`src/rtl/x25519_pkg.sv`:
```
// Shared definitions for the X25519 datapath and its result transport.
//
// Contents:
//   FIELD_W     width of a GF(2^255-19) field element
//   BYTE_W      width of one output beat
//   KEY_BYTES   bytes in an RFC 7748 u-coordinate encoding
//   SHREG_W     byte-aligned width that holds one encoded result
//   CNT_W       width of a beat index within one result
//   ser_state_t serializer FSM state encoding
package x25519_pkg;

    localparam int FIELD_W   = 255;
    localparam int BYTE_W    = 8;
    localparam int KEY_BYTES = (FIELD_W + BYTE_W - 1) / BYTE_W;
    localparam int SHREG_W   = KEY_BYTES * BYTE_W;
    localparam int CNT_W     = $clog2(KEY_BYTES);

    typedef enum logic [1:0] {
        ST_IDLE = 2'd0,
        ST_SEND = 2'd1,
        ST_DONE = 2'd2
    } ser_state_t;

endpackage

```
`src/rtl/x25519_result_serializer.sv`:
```
// x25519_result_serializer
//
// Captures a finished X25519 result on the rising edge of its valid level and
// streams it out as 32 little-endian bytes (RFC 7748 u-coordinate encoding,
// bit 255 forced to 0) over an AXI4-Stream-style byte interface.
//
// Ports:
//   ser_clk         in   clock, all logic on its rising edge
//   ser_reset       in   synchronous active-high reset
//   ser_data_in     in   255-bit field element, stable while ser_data_valid high
//   ser_data_valid  in   result-valid level; 0->1 marks a new result
//   m_tdata         out  output byte
//   m_tvalid        out  output byte valid
//   m_tready        in   downstream ready
//   m_tlast         out  high on the final (32nd) byte
//   ser_busy        out  high from capture until the last handshake
//   ser_done        out  one-cycle pulse after the last handshake
//   ser_overrun     out  sticky: a new result arrived while a stream was active
module x25519_result_serializer
    import x25519_pkg::*;
(
    input  logic               ser_clk,
    input  logic               ser_reset,
    input  logic [FIELD_W-1:0] ser_data_in,
    input  logic               ser_data_valid,
    output logic [BYTE_W-1:0]  m_tdata,
    output logic               m_tvalid,
    input  logic               m_tready,
    output logic               m_tlast,
    output logic               ser_busy,
    output logic               ser_done,
    output logic               ser_overrun
);

    localparam logic [CNT_W-1:0] LAST_CNT = CNT_W'(KEY_BYTES - 1);

    ser_state_t          state_reg,   state_next;
    logic [SHREG_W-1:0]  shreg_reg,   shreg_next;
    logic [CNT_W-1:0]    cnt_reg,     cnt_next;
    logic                overrun_reg, overrun_next;
    logic                valid_d_reg;
    logic                rise;
    logic                sending;
    logic                last_beat;

    // valid_d resets to 0, so a valid level still high when reset releases
    // is seen as a fresh result.
    assign rise      = ser_data_valid & ~valid_d_reg;
    assign sending   = (state_reg == ST_SEND);
    assign last_beat = (cnt_reg == LAST_CNT);

    always_ff @(posedge ser_clk) begin
        if (ser_reset) begin
            state_reg   <= ST_IDLE;
            shreg_reg   <= '0;
            cnt_reg     <= '0;
            overrun_reg <= 1'b0;
            valid_d_reg <= 1'b0;
        end else begin
            state_reg   <= state_next;
            shreg_reg   <= shreg_next;
            cnt_reg     <= cnt_next;
            overrun_reg <= overrun_next;
            valid_d_reg <= ser_data_valid;
        end
    end

    always_comb begin
        state_next   = state_reg;
        shreg_next   = shreg_reg;
        cnt_next     = cnt_reg;
        overrun_next = overrun_reg;

        case (state_reg)
            ST_IDLE: begin
                if (rise) begin
                    // Zero-extension clears bit 255 of the encoding.
                    shreg_next = SHREG_W'(ser_data_in);
                    cnt_next   = '0;
                    state_next = ST_SEND;
                end
            end

            ST_SEND: begin
                // A new result during a stream is dropped; the stream in
                // flight carries on with the value already captured.
                if (rise) begin
                    overrun_next = 1'b1;
                end
                if (m_tready) begin
                    shreg_next = shreg_reg >> BYTE_W;
                    // Wraps 31 -> 0 on the final handshake.
                    cnt_next   = cnt_reg + CNT_W'(1);
                    if (last_beat) begin
                        state_next = ST_DONE;
                    end
                end
            end

            ST_DONE: begin
                if (rise) begin
                    overrun_next = 1'b1;
                end
                state_next = ST_IDLE;
            end

            default: begin
                state_next = ST_IDLE;
            end
        endcase
    end

    // Outputs decode registered state only, so m_tvalid never depends on
    // m_tready and beat contents hold steady through stalls.
    assign m_tvalid    = sending;
    assign m_tdata     = sending ? shreg_reg[BYTE_W-1:0] : '0;
    assign m_tlast     = sending & last_beat;
    assign ser_busy    = sending;
    assign ser_done    = (state_reg == ST_DONE);
    assign ser_overrun = overrun_reg;

endmodule

```
`config.mk`:
```
export PLATFORM = sky130hd
export DESIGN_NAME = x25519_result_serializer
export DESIGN_NICKNAME = d
export VERILOG_FILES = /design/src/rtl/x25519_pkg.sv /design/src/rtl/x25519_result_serializer.sv
export SDC_FILE = /design/constraint.sdc
export NUM_CORES = 1
export LEC_CHECK = 0
export ABC_CLOCK_PERIOD_IN_PS = 2780
export CAP_MARGIN = 20
export CORE_MARGIN = 2
export CORE_UTILIZATION = 27
export CTS_BUF_LIST = sky130_fd_sc_hd__clkbuf_16
export DETAILED_ROUTE_END_ITERATION = 10
export SYNTH_ARGS = -nofsm -noshare
export SYNTH_HDL_FRONTEND = slang
export SYNTH_SLANG_ARGS = --single-unit
```
`constraint.sdc`:
```
create_clock -name ser_clk -period 2.78 [get_ports ser_clk]
set_clock_uncertainty 0.2 [all_clocks]
set_input_delay 0.556 -clock ser_clk [delete_from_list [all_inputs] [get_ports ser_clk]]
set_output_delay 0.556 -clock ser_clk [all_outputs]
set_load 0.03 [all_outputs]
```
==> results of run 1 <==
power groups by stage:
stage	clock network [uW]	registers, uW	logic (uW)
finish	3920	5760	8250
global route	4210	5910	9270
CTS	4060	5770	8370
detailed placement	0	5850	8240
global placement	0	5810	8070
floorplan	0	5630	6550
worst max-delay path, cell delays in order (launching register included):
cell and delay [ns]:
sky130_fd_sc_hd__dfxtp_1 0.32, sky130_fd_sc_hd__inv_1 0.13, sky130_fd_sc_hd__ha_4 0.25, sky130_fd_sc_hd__buf_16 0.25, sky130_fd_sc_hd__and2_1 0.17, sky130_fd_sc_hd__buf_4 0.16
layout by cell type, fill, tap and decap left out:
cell type                           n
sky130_fd_sc_hd__dfxtp_1          264
sky130_fd_sc_hd__nor3_1             2
sky130_fd_sc_hd__diode_2            2
sky130_fd_sc_hd__mux2i_1          249
sky130_fd_sc_hd__buf_16             1
sky130_fd_sc_hd__nor2_1           262
sky130_fd_sc_hd__nand2b_1           3
sky130_fd_sc_hd__a22o_1             1
sky130_fd_sc_hd__dlymetal6s2s_1     1
sky130_fd_sc_hd__inv_1              6
sky130_fd_sc_hd__o21ai_0            2
sky130_fd_sc_hd__clkinv_4           1
sky130_fd_sc_hd__clkdlybuf4s50_1  258
sky130_fd_sc_hd__inv_6              1
sky130_fd_sc_hd__ha_1               5
sky130_fd_sc_hd__bufbuf_16          1
sky130_fd_sc_hd__and2_1             9
sky130_fd_sc_hd__a22oi_4            1
sky130_fd_sc_hd__buf_8              1
sky130_fd_sc_hd__clkinvlp_4         1
sky130_fd_sc_hd__nand3_1            1
sky130_fd_sc_hd__clkbuf_16         31
sky130_fd_sc_hd__nand3b_1           1
sky130_fd_sc_hd__clkinv_2           5
sky130_fd_sc_hd__buf_4             22
sky130_fd_sc_hd__a211oi_1         237
sky130_fd_sc_hd__bufinv_16          3
sky130_fd_sc_hd__ha_4               1
sky130_fd_sc_hd__a22oi_1           11
sky130_fd_sc_hd__clkinv_1           9
sky130_fd_sc_hd__a21oi_1            5
sky130_fd_sc_hd__a211oi_2          10
sky130_fd_sc_hd__buf_12            13
sky130_fd_sc_hd__nor2b_1            2
sky130_fd_sc_hd__and3_1             1
sky130_fd_sc_hd__nand2_1            3
how the worst max path moves through the flow:
stage / startpoint / end / slack (ns)
2_1_floorplan: state_reg[1]$_SDFFE_PP0P_ / m_tdata[0] / 0.08
5_1_grt: state_reg[1]$_SDFFE_PP0P_ / m_tdata[1] / 0.01
6_report: state_reg[1]$_SDFFE_PP0P_ / m_tdata[3] / 0.13
4_1_cts: state_reg[0]$_SDFFE_PP0P_ / ser_done / 0.03
3_5_place_dp: ser_data_valid / shreg_reg[179]$_SDFFE_PP0P_ / 0.21
3_3_place_gp: ser_data_valid / shreg_reg[219]$_SDFFE_PP0P_ / 0.31
metal layers:
metal  part of all wire  wire length, um  vias up  global-route usage
met2               0.43            13600      215               0.213
li1                   -                -     4781                   -
met1               0.47            15000     4240               0.188
met4              0.021              655        4              0.0338
met3              0.079             2510       49              0.0464
met5            0.00094               30        -                   0
what timing repair did:
item                       CTS  global route
cloned                       1             0
pin swaps                    0             0
setup endpoints to repair    9             1
buffers inserted             0             0
resized for setup            1             1
through the flow:
step	utilization	hold slack, ns	setup slack [ns]
2_1_floorplan	-	0.258	0.0831
3_3_place_gp	0.350	0.266	0.308
3_5_place_dp	0.350	0.282	0.208
4_1_cts	0.374	0.120	0.0298
5_1_grt	0.374	0.136	0.0115
6_report	0.374	0.142	0.129
area by class of cell:
cell class | count | share of cell area
antenna | 2 | 0.000317
clock buffer | 31 | 0.0492
clock inverter | 23 | 0.0117
inverter | 3 | 0.000714
multi-input combinational | 806 | 0.364
sequential | 264 | 0.335
tap | 539 | 0.0428
timing repair buffer | 297 | 0.196
cells by family after synthesis:
logic type,Yosys count
muxes,249
adders and majority gates,6
DFF,264
and+or+nand+nor,284
buffers and inverters,118
AOI/OAI and AO/OA,267
==> flow_summary.ini, run 1 <==
[status]
run_status = complete, no violations

[floorplan]
floorplan.rows = 75
die_width_um = 211
die_height_um = 211
fp.dieArea_mm2 = 0.0445
start_util = 0.274
i_o_pins = 272
core_area_mm2 = 0.0421

[global_route]
grt_use_total = 0.139
via_count_of_the_first_global_routing_pass = 8978
grt_first_pass_wirelength_um = 49500
largest_net_degree_at_the_start_of_global_routing = 129
globalRoute.totalOverflow = 0
grt_antenna_before_repair = 5

[synth]
post_syn_nets = 1453
post-synth-top-area-cell = sky130_fd_sc_hd__dfxtp_1
synth_compound_gate_area_share = 0.177
yosys-top-cells-area = sky130_fd_sc_hd__dfxtp_1 46%, sky130_fd_sc_hd__mux2i_1 22%, sky130_fd_sc_hd__a211oi_1 15%
combinational_family_with_the_most_area_after_synthesis = multiplexers
synth-async-reset-ratio = 0
synth_simple_gate_area_frac = 0.0961
ys_warn_count = 0
yosys.area_share.xor_xnor = 0
post_synth_fa_ha_maj_area_fraction = 0.00649
multiplexer_share_of_the_synthesized_area = 0.216
ys.flop_type = sky130_fd_sc_hd__dfxtp_1
yosys_register_bits = 264
synth_edf_count = 0
yosys.cell_count.top_type = sky130_fd_sc_hd__dfxtp_1
synth_common_cells = 264 x sky130_fd_sc_hd__dfxtp_1, 262 x sky130_fd_sc_hd__nor2_1, 249 x sky130_fd_sc_hd__mux2i_1, 237 x sky130_fd_sc_hd__a211oi_1, 58 x sky130_fd_sc_hd__buf_2
seq_total_area_yosys = 0.457
synthDistinctLibCells = 24
synth_top_area_frac = 0.457
netlist_area_mm2 = 0.0116
syn-instance-count = 1188
synthesis.area_per_instance_um2 = 9.73

[sta]
slew_violations = 0
timing.setup.tns_ns = 0
final_hold_viol_count = 0
max_clock_freq_mhz = 377
unrepaired_setup_endpoints_after_global_routing = false
final.period_utilization = 0.954
setup-violations-final = 0
maxSlewHeadroom = 0.411
timing_worst_slew_pin_value_ns = 0.883
min_period_ns = 2.65

[place]
globalplace.congestion = 0.781
placed_cell_areas_mm2 = 0.0148
dpl.cell_count = 1908
portBuffers = 271
dpl.hpwl_um = 21500

[clocking]
cts_tree = built
postCtsHoldBufs = 0
cts_root_buf = sky130_fd_sc_hd__clkbuf_16
cts_buffer_depth = 3
cts-buffers-inserted = 31
cts_sinks = 264
worst_setup_hold_path_clk_slew_ns = 0.06
htreeDepth = 1
worstSkewPairLatency_ns = 0.58

[pwr]
power_density_cells_mw_per_mm2 = 1140
swShare = 0.387
report.power.total_uw = 17900
power.combinational.fraction = 0.460
power.net_switching_uw = 6930
ir_worst_vdd_v = 0.000781
power_frac_seq = 0.321
pwr-share-clk = 0.219
cell_internal_pwr_uw = 11000
leakagePower_uw = 0.00563

[worst_setup_path]
cp.required_ns = 2.02
setup_slack_reg_to_reg_ns = 0.40
worst_ep_arrival_time_ns = 1.90
worstReg2RegStart = state_reg[1]$_SDFFE_PP0P_
critical_path.startpoint_type = flip-flop
worstReg2RegEnd = shreg_reg[17]$_SDFFE_PP0P_
path_class = reg -> out
reg2reg_depth = 7
worstPathMaxFanout = 38
setup.worst_path.end_class = primary output

[flow_run]
max-cap-violations = 0

[cells_and_area]
max_ffs_per_register = 255
finish.instance_area_mm2 = 0.0158
num-fill-cells = 4221
final_layout_size_suffix_gt1_frac = 0.0646
final_cells = 1965
register_area_mm2 = 0.00529
area_added_between_synthesis_and_finish_pct = 36.4
multi_input_comb_area_mm2 = 0.00574
num-nets-final = 1668

[worst_hold_path]
hold_path.class = in -> reg
hold_path_end = shreg_reg[249]$_SDFFE_PP0P_
timing.hold.worst_path_depth = 2
timing.hold.worst.start = ser_reset

[routing]
antenna_left = 0
avgViaCountPerCell = 4.73
vias = 9289
violation_count_after_the_first_detailed_routing_iteration = 523
routed_length_per_placed_instance_um = 16.2
wirelength_um = 31800
drc = 0
first_pass_detailed_route_iteration_total = 4
Note: power is estimated with default switching activity, not from simulation.
==> inputs of run 2 (changes only) <==
--- a/config.mk
+++ b/config.mk
@@ -8,9 +8,10 @@
 export ABC_CLOCK_PERIOD_IN_PS = 2780
 export CAP_MARGIN = 20
 export CORE_MARGIN = 2
-export CORE_UTILIZATION = 27
+export CORE_UTILIZATION = 50
 export CTS_BUF_LIST = sky130_fd_sc_hd__clkbuf_16
 export DETAILED_ROUTE_END_ITERATION = 10
+export PLACE_DENSITY = 0.8
 export SYNTH_ARGS = -nofsm -noshare
 export SYNTH_HDL_FRONTEND = slang
 export SYNTH_SLANG_ARGS = --single-unit
==> flow_summary.ini, run 2 (same netlist as run 1, synthesis figures left out) <==
[status]
run_status = complete, no violations

[global_route]
grt_use_total = 0.222
groute.layer.met3.usage = 0.0489
largest_net_degree_at_the_start_of_global_routing = 86
grt_antenna_before_repair = 1
grt_most_used_layer = met2
globalRoute.totalOverflow = 0
groute.layer.met1.usage = 0.294
via_count_of_the_first_global_routing_pass = 8926
grt_first_pass_wirelength_um = 44200
use_met2 = 0.371

[pwr]
power_density_cells_mw_per_mm2 = 1140
power.net_switching_uw = 6790
ir_worst_vdd_v = 0.000669
power_frac_seq = 0.327
cell_internal_pwr_uw = 10800
leakagePower_uw = 0.00562
power.combinational.fraction = 0.478
swShare = 0.385
pwr-share-clk = 0.195

[sta]
timing_worst_slew_pin_value_ns = 0.666
maxSlewHeadroom = 0.556
hold-worst-slack_ns = 0.254
slew_violations = 0
setup-violations-final = 0
max_clock_freq_mhz = 383
unrepaired_setup_endpoints_after_global_routing = false
final.period_utilization = 0.938
min_period_ns = 2.61
timing.final.ws_setup_ns = 0.171
final_hold_viol_count = 0

[worst_hold_path]
hold_path.class = in -> reg
timing.hold.worst_path_depth = 2
hold_path_end = cnt_reg[0]$_SDFFE_PP0P_
timing.hold.worst.start = ser_reset

[clocking]
cts_buffer_depth = 3
worst_setup_hold_path_clk_slew_ns = 0.06
cts_tree = built
htreeDepth = 1
cts_root_buf = sky130_fd_sc_hd__clkbuf_16
cts-buffers-inserted = 28
cts_sinks = 264
worstSkewPairLatency_ns = 0.53
postCtsHoldBufs = 0

[routing]
violation_count_after_the_first_detailed_routing_iteration = 415
routed_length_per_placed_instance_um = 16.5
avgViaCountPerCell = 5.42
drc = 0
first_pass_detailed_route_iteration_total = 7
wirelength_um = 28300
antenna_left = 0
vias = 9298

[worst_setup_path]
setup.worst_path.end_class = primary output
cp.required_ns = 2.02
worstPathMaxFanout = 3
worstReg2RegStart = state_reg[1]$_SDFFE_PP0P_
worstReg2RegEnd = shreg_reg[10]$_SDFFE_PP0P_
worst_ep_arrival_time_ns = 1.85
crit_path_cell_trace = inv_1 > ha_1 > clkdlybuf4s50_1
slowest_library_cell_on_the_worst_path = sky130_fd_sc_hd__clkdlybuf4s50_1
critical_path.startpoint_type = flip-flop
critical-path-max-stage-delay_ns = 0.63
path_class = reg -> out
setup_slack_reg_to_reg_ns = 0.39
reg2reg_depth = 9

[place]
portBuffers = 271
dpl.cell_count = 1657
place_worst_setup_slack_ns = 0.184
globalplace.congestion = 0.789
placed_cell_areas_mm2 = 0.0145
dpl.hpwl_um = 19400

[cells_and_area]
finish.instance_area_mm2 = 0.0154
final_layout_size_suffix_gt1_frac = 0.0637
register_area_mm2 = 0.00529
multi_input_comb_area_mm2 = 0.00574
final_common_cell = sky130_fd_sc_hd__dfxtp_1
num-fill-cells = 1752
num-nets-final = 1671
max_ffs_per_register = 255
final_cells = 1715
layout.cells.most_common_list = 264 x sky130_fd_sc_hd__dfxtp_1, 262 x sky130_fd_sc_hd__nor2_1, 259 x sky130_fd_sc_hd__clkdlybuf4s50_1
area_added_between_synthesis_and_finish_pct = 33.4

[floorplan]
die_width_um = 156
die_height_um = 156
floorplan.rows = 55
start_util = 0.511
core_area_mm2 = 0.0226
i_o_pins = 272
fp.dieArea_mm2 = 0.0244

[flow_run]
max-cap-violations = 0
-- run 2: cell types whose count changed in the layout (fill, tap and decap cells not counted), moves of 2 or more --
cell,delta
sky130_fd_sc_hd__inv_1,+4
sky130_fd_sc_hd__dlygate4sd2_1,+2
sky130_fd_sc_hd__bufinv_16,-2
sky130_fd_sc_hd__buf_12,+3
-- run 2: worst max-delay path: cells and delay by family (launching register included) --
family	cells	cell delay, ns
adder cells (fa/ha/maj)	1	0.20
buffers and inverters	2	0.73
flip-flops	1	0.39
-- run 2: area by class of cell --
type	instances	area share
multi-input combinational	806	0.372
sequential	264	0.343
timing repair buffer	303	0.206
clock buffer	29	0.0470
tap	285	0.0231
clock inverter	23	0.00795
inverter	3	0.000730
antenna	2	0.000324
-- run 2: worst max path at each step --
| stage | from | endpoint | slack [ns] |
|---|---|---|---|
| finish | state_reg[0]$_SDFFE_PP0P_ | ser_done | 0.17 |
| global placement | ser_data_valid | shreg_reg[219]$_SDFFE_PP0P_ | 0.28 |
| floorplan | state_reg[1]$_SDFFE_PP0P_ | m_tdata[0] | 0.08 |
| detailed placement | ser_data_valid | shreg_reg[3]$_SDFFE_PP0P_ | 0.18 |
| global route | state_reg[0]$_SDFFE_PP0P_ | ser_done | 0.11 |
| CTS | state_reg[1]$_SDFFE_PP0P_ | m_tdata[2] | -0.002 |
-- run 2: repair_timing --
item                       CTS  global route
setup endpoints to repair   11             9
setup buffers                0             3
cloned                       0             1
resized for setup            5             1
-- run 2: metal layers --
layer  vias up  share of wire
li1       4781              -
met1      4249           0.45
met2       228           0.47
met3        38          0.061
met4         2          0.015
met5         -        0.00046
-- run 2: power groups by stage --
stage	Clock [uW]	Combinational [uW]	Sequential [uW]
after detailed placement	0	8340	5830
after floorplan	0	6550	5630
after CTS	3520	8390	5760
after global routing	3670	9420	5900
after global placement	0	8110	5780
final	3450	8420	5770
-- run 2: metrics by stage --
stage	utilization	setup TNS (ns)	total power [uW]
after floorplan	-	0	12200
after global placement	0.641	0	13900
after detailed placement	0.641	0	14200
after CTS	0.679	-0.00208	17700
after global routing	0.681	0	19000
final	0.681	0	17600
==> inputs of run 3 (changes only) <==
==> constraint.sdc (replaced) <==
create_clock -name ser_clk -period 2.78 [get_ports ser_clk]
set_clock_uncertainty 0.2 [all_clocks]
set_input_delay 0.556 -clock ser_clk [delete_from_list [all_inputs] [get_ports ser_clk]]
set_output_delay 0.556 -clock ser_clk [all_outputs]
set_load 0.005 [all_outputs]
==> flow_summary.ini, run 3 (same netlist as run 1, synthesis figures left out) <==
[floorplan]
start_util = 0.511
floorplan.rows = 55
die_height_um = 156
i_o_pins = 272
fp.dieArea_mm2 = 0.0244
core_area_mm2 = 0.0226
die_width_um = 156

[clocking]
htreeDepth = 1
worstSkewPairLatency_ns = 0.53
cts_sinks = 264
cts_buffer_depth = 3
cts_tree = built
cts_root_buf = sky130_fd_sc_hd__clkbuf_16
worst_setup_hold_path_clk_slew_ns = 0.06
cts-buffers-inserted = 27

[routing]
vias = 9313
wirelength_um = 28400
drc = 0
routed_length_per_placed_instance_um = 16.7
violation_count_after_the_first_detailed_routing_iteration = 482
avgViaCountPerCell = 5.46
antenna_left = 0
first_pass_detailed_route_iteration_total = 5

[sta]
timing_worst_slew_pin_value_ns = 0.629
min_period_ns = 2.69
hold-worst-slack_ns = 0.233
unrepaired_setup_endpoints_after_global_routing = false
setup-violations-final = 0
slew_violations = 0
final_hold_viol_count = 0
timing.final.ws_setup_ns = 0.0858
maxSlewHeadroom = 0.581
final.period_utilization = 0.969
max_clock_freq_mhz = 371
timing.setup.tns_ns = 0

[worst_setup_path]
critPathTopFamily = adder cells
cp.required_ns = 2.02
slowest_library_cell_on_the_worst_path = sky130_fd_sc_hd__dfxtp_1
path_class = reg -> out
critical_path.most_common_cell = sky130_fd_sc_hd__ha_1
setup_slack_reg_to_reg_ns = 0.34
timing.critical_path.buf_inv = 1
critical_path.startpoint_type = flip-flop
worstReg2RegEnd = shreg_reg[14]$_SDFFE_PP0P_
setup.worst_path.end_class = primary output
reg2reg_depth = 9
critical-path-max-stage-delay_ns = 0.33
worstReg2RegStart = state_reg[1]$_SDFFE_PP0P_
worstPathMaxFanout = 3
crit_path_cell_trace = ha_1 > and3_1 > ha_1 > and2_1 > dlygate4sd2_1
worst_ep_arrival_time_ns = 1.94

[status]
run_status = complete, no violations

[worst_hold_path]
timing.hold.worst.start = ser_reset
hold_path.class = in -> reg
hold_path_end = ser_overrun$_SDFFE_PP0P_
timing.hold.worst_path_depth = 2

[cells_and_area]
area_added_between_synthesis_and_finish_pct = 32.4
max_ffs_per_register = 255
num-nets-final = 1672
final_layout_size_suffix_gt1_frac = 0.0549
layout.cells.most_common_list = 269 x sky130_fd_sc_hd__clkdlybuf4s50_1, 264 x sky130_fd_sc_hd__dfxtp_1, 262 x sky130_fd_sc_hd__nor2_1
final_common_cell = sky130_fd_sc_hd__clkdlybuf4s50_1

[place]
dpl.hpwl_um = 19700
portBuffers = 271
globalplace.congestion = 0.784
place_worst_setup_slack_ns = 0.237

[flow_run]
max-cap-violations = 0

[global_route]
grt_use_total = 0.226
grt_first_pass_wirelength_um = 44700
via_count_of_the_first_global_routing_pass = 8994
globalRoute.totalOverflow = 0
largest_net_degree_at_the_start_of_global_routing = 91
grt_antenna_before_repair = 1

[pwr]
leakagePower_uw = 0.00554
ir_worst_vdd_v = 0.00114
power_density_cells_mw_per_mm2 = 1120
==> run 3: cell types whose count changed in the layout (fill, tap and decap cells not counted), moves of 2 or more <==
cell | previous run | this run
sky130_fd_sc_hd__clkinv_2 | 5 | 3
sky130_fd_sc_hd__buf_4 | 22 | 17
sky130_fd_sc_hd__clkdlybuf4s50_1 | 259 | 269
sky130_fd_sc_hd__clkbuf_16 | 30 | 27
sky130_fd_sc_hd__clkinv_1 | 8 | 4
==> run 3: final cells by class <==
type	count	area (um^2)
flip-flops and latches	264	5290
well taps	285	357
inverters	3	11.3
clock inverters	15	65.1
diodes	1	2.50
multi-input cells	806	5740
clock buffers	27	676
fillers	1780	7320
repair buffers	305	3180
==> run 3: what timing repair did <==
action,CTS,global route
resized for setup,1,0
setup endpoints to repair,11,0
hold buffers,0,0
setup buffers,2,0
==> run 3: worst max path at each step <==
stage,start,end,slack (ns),cells past startpoint
after floorplan,state_reg[1]$_SDFFE_PP0P_,m_tdata[0],0.48,6
after global routing,cnt_reg[0]$_SDFFE_PP0P_,m_tlast,0.01,5
after detailed placement,ser_data_valid,shreg_reg[128]$_SDFFE_PP0P_,0.24,7
final,cnt_reg[0]$_SDFFE_PP0P_,m_tlast,0.09,5
after CTS,cnt_reg[0]$_SDFFE_PP0P_,m_tlast,0.06,5
after global placement,ser_data_valid,shreg_reg[11]$_SDFFE_PP0P_,0.32,7
==> run 3: stage by stage <==
step           utilization  instances  power [uW]  cell area, um^2
4_1_cts              0.676       1705       17300            15300
3_3_place_gp         0.643       1661       13800            14600
6_report             0.677       1706       17200            15300
5_1_grt              0.676       1705       18500            15300
3_5_place_dp         0.643       1661       14100            14600
2_1_floorplan            -       1188       12100            11600
==> run 3: layer usage <==
metal,vias to the layer above,part of all wire,GRT usage
li1,4773,-,-
met1,4289,0.44,0.292
met2,221,0.48,0.384
met3,30,0.070,0.0564
met4,0,0.014,0.0437
met5,-,0,0
==> run 3: report_power, final <==
part / leakage [uW] / switching, uW / internal (uW) / total (uW)
logic: 0.00296 / 4550 / 3740 / 8290
registers: 0.00218 / 674 / 5100 / 5780
clock network: 0.000393 / 1400 / 1730 / 3130
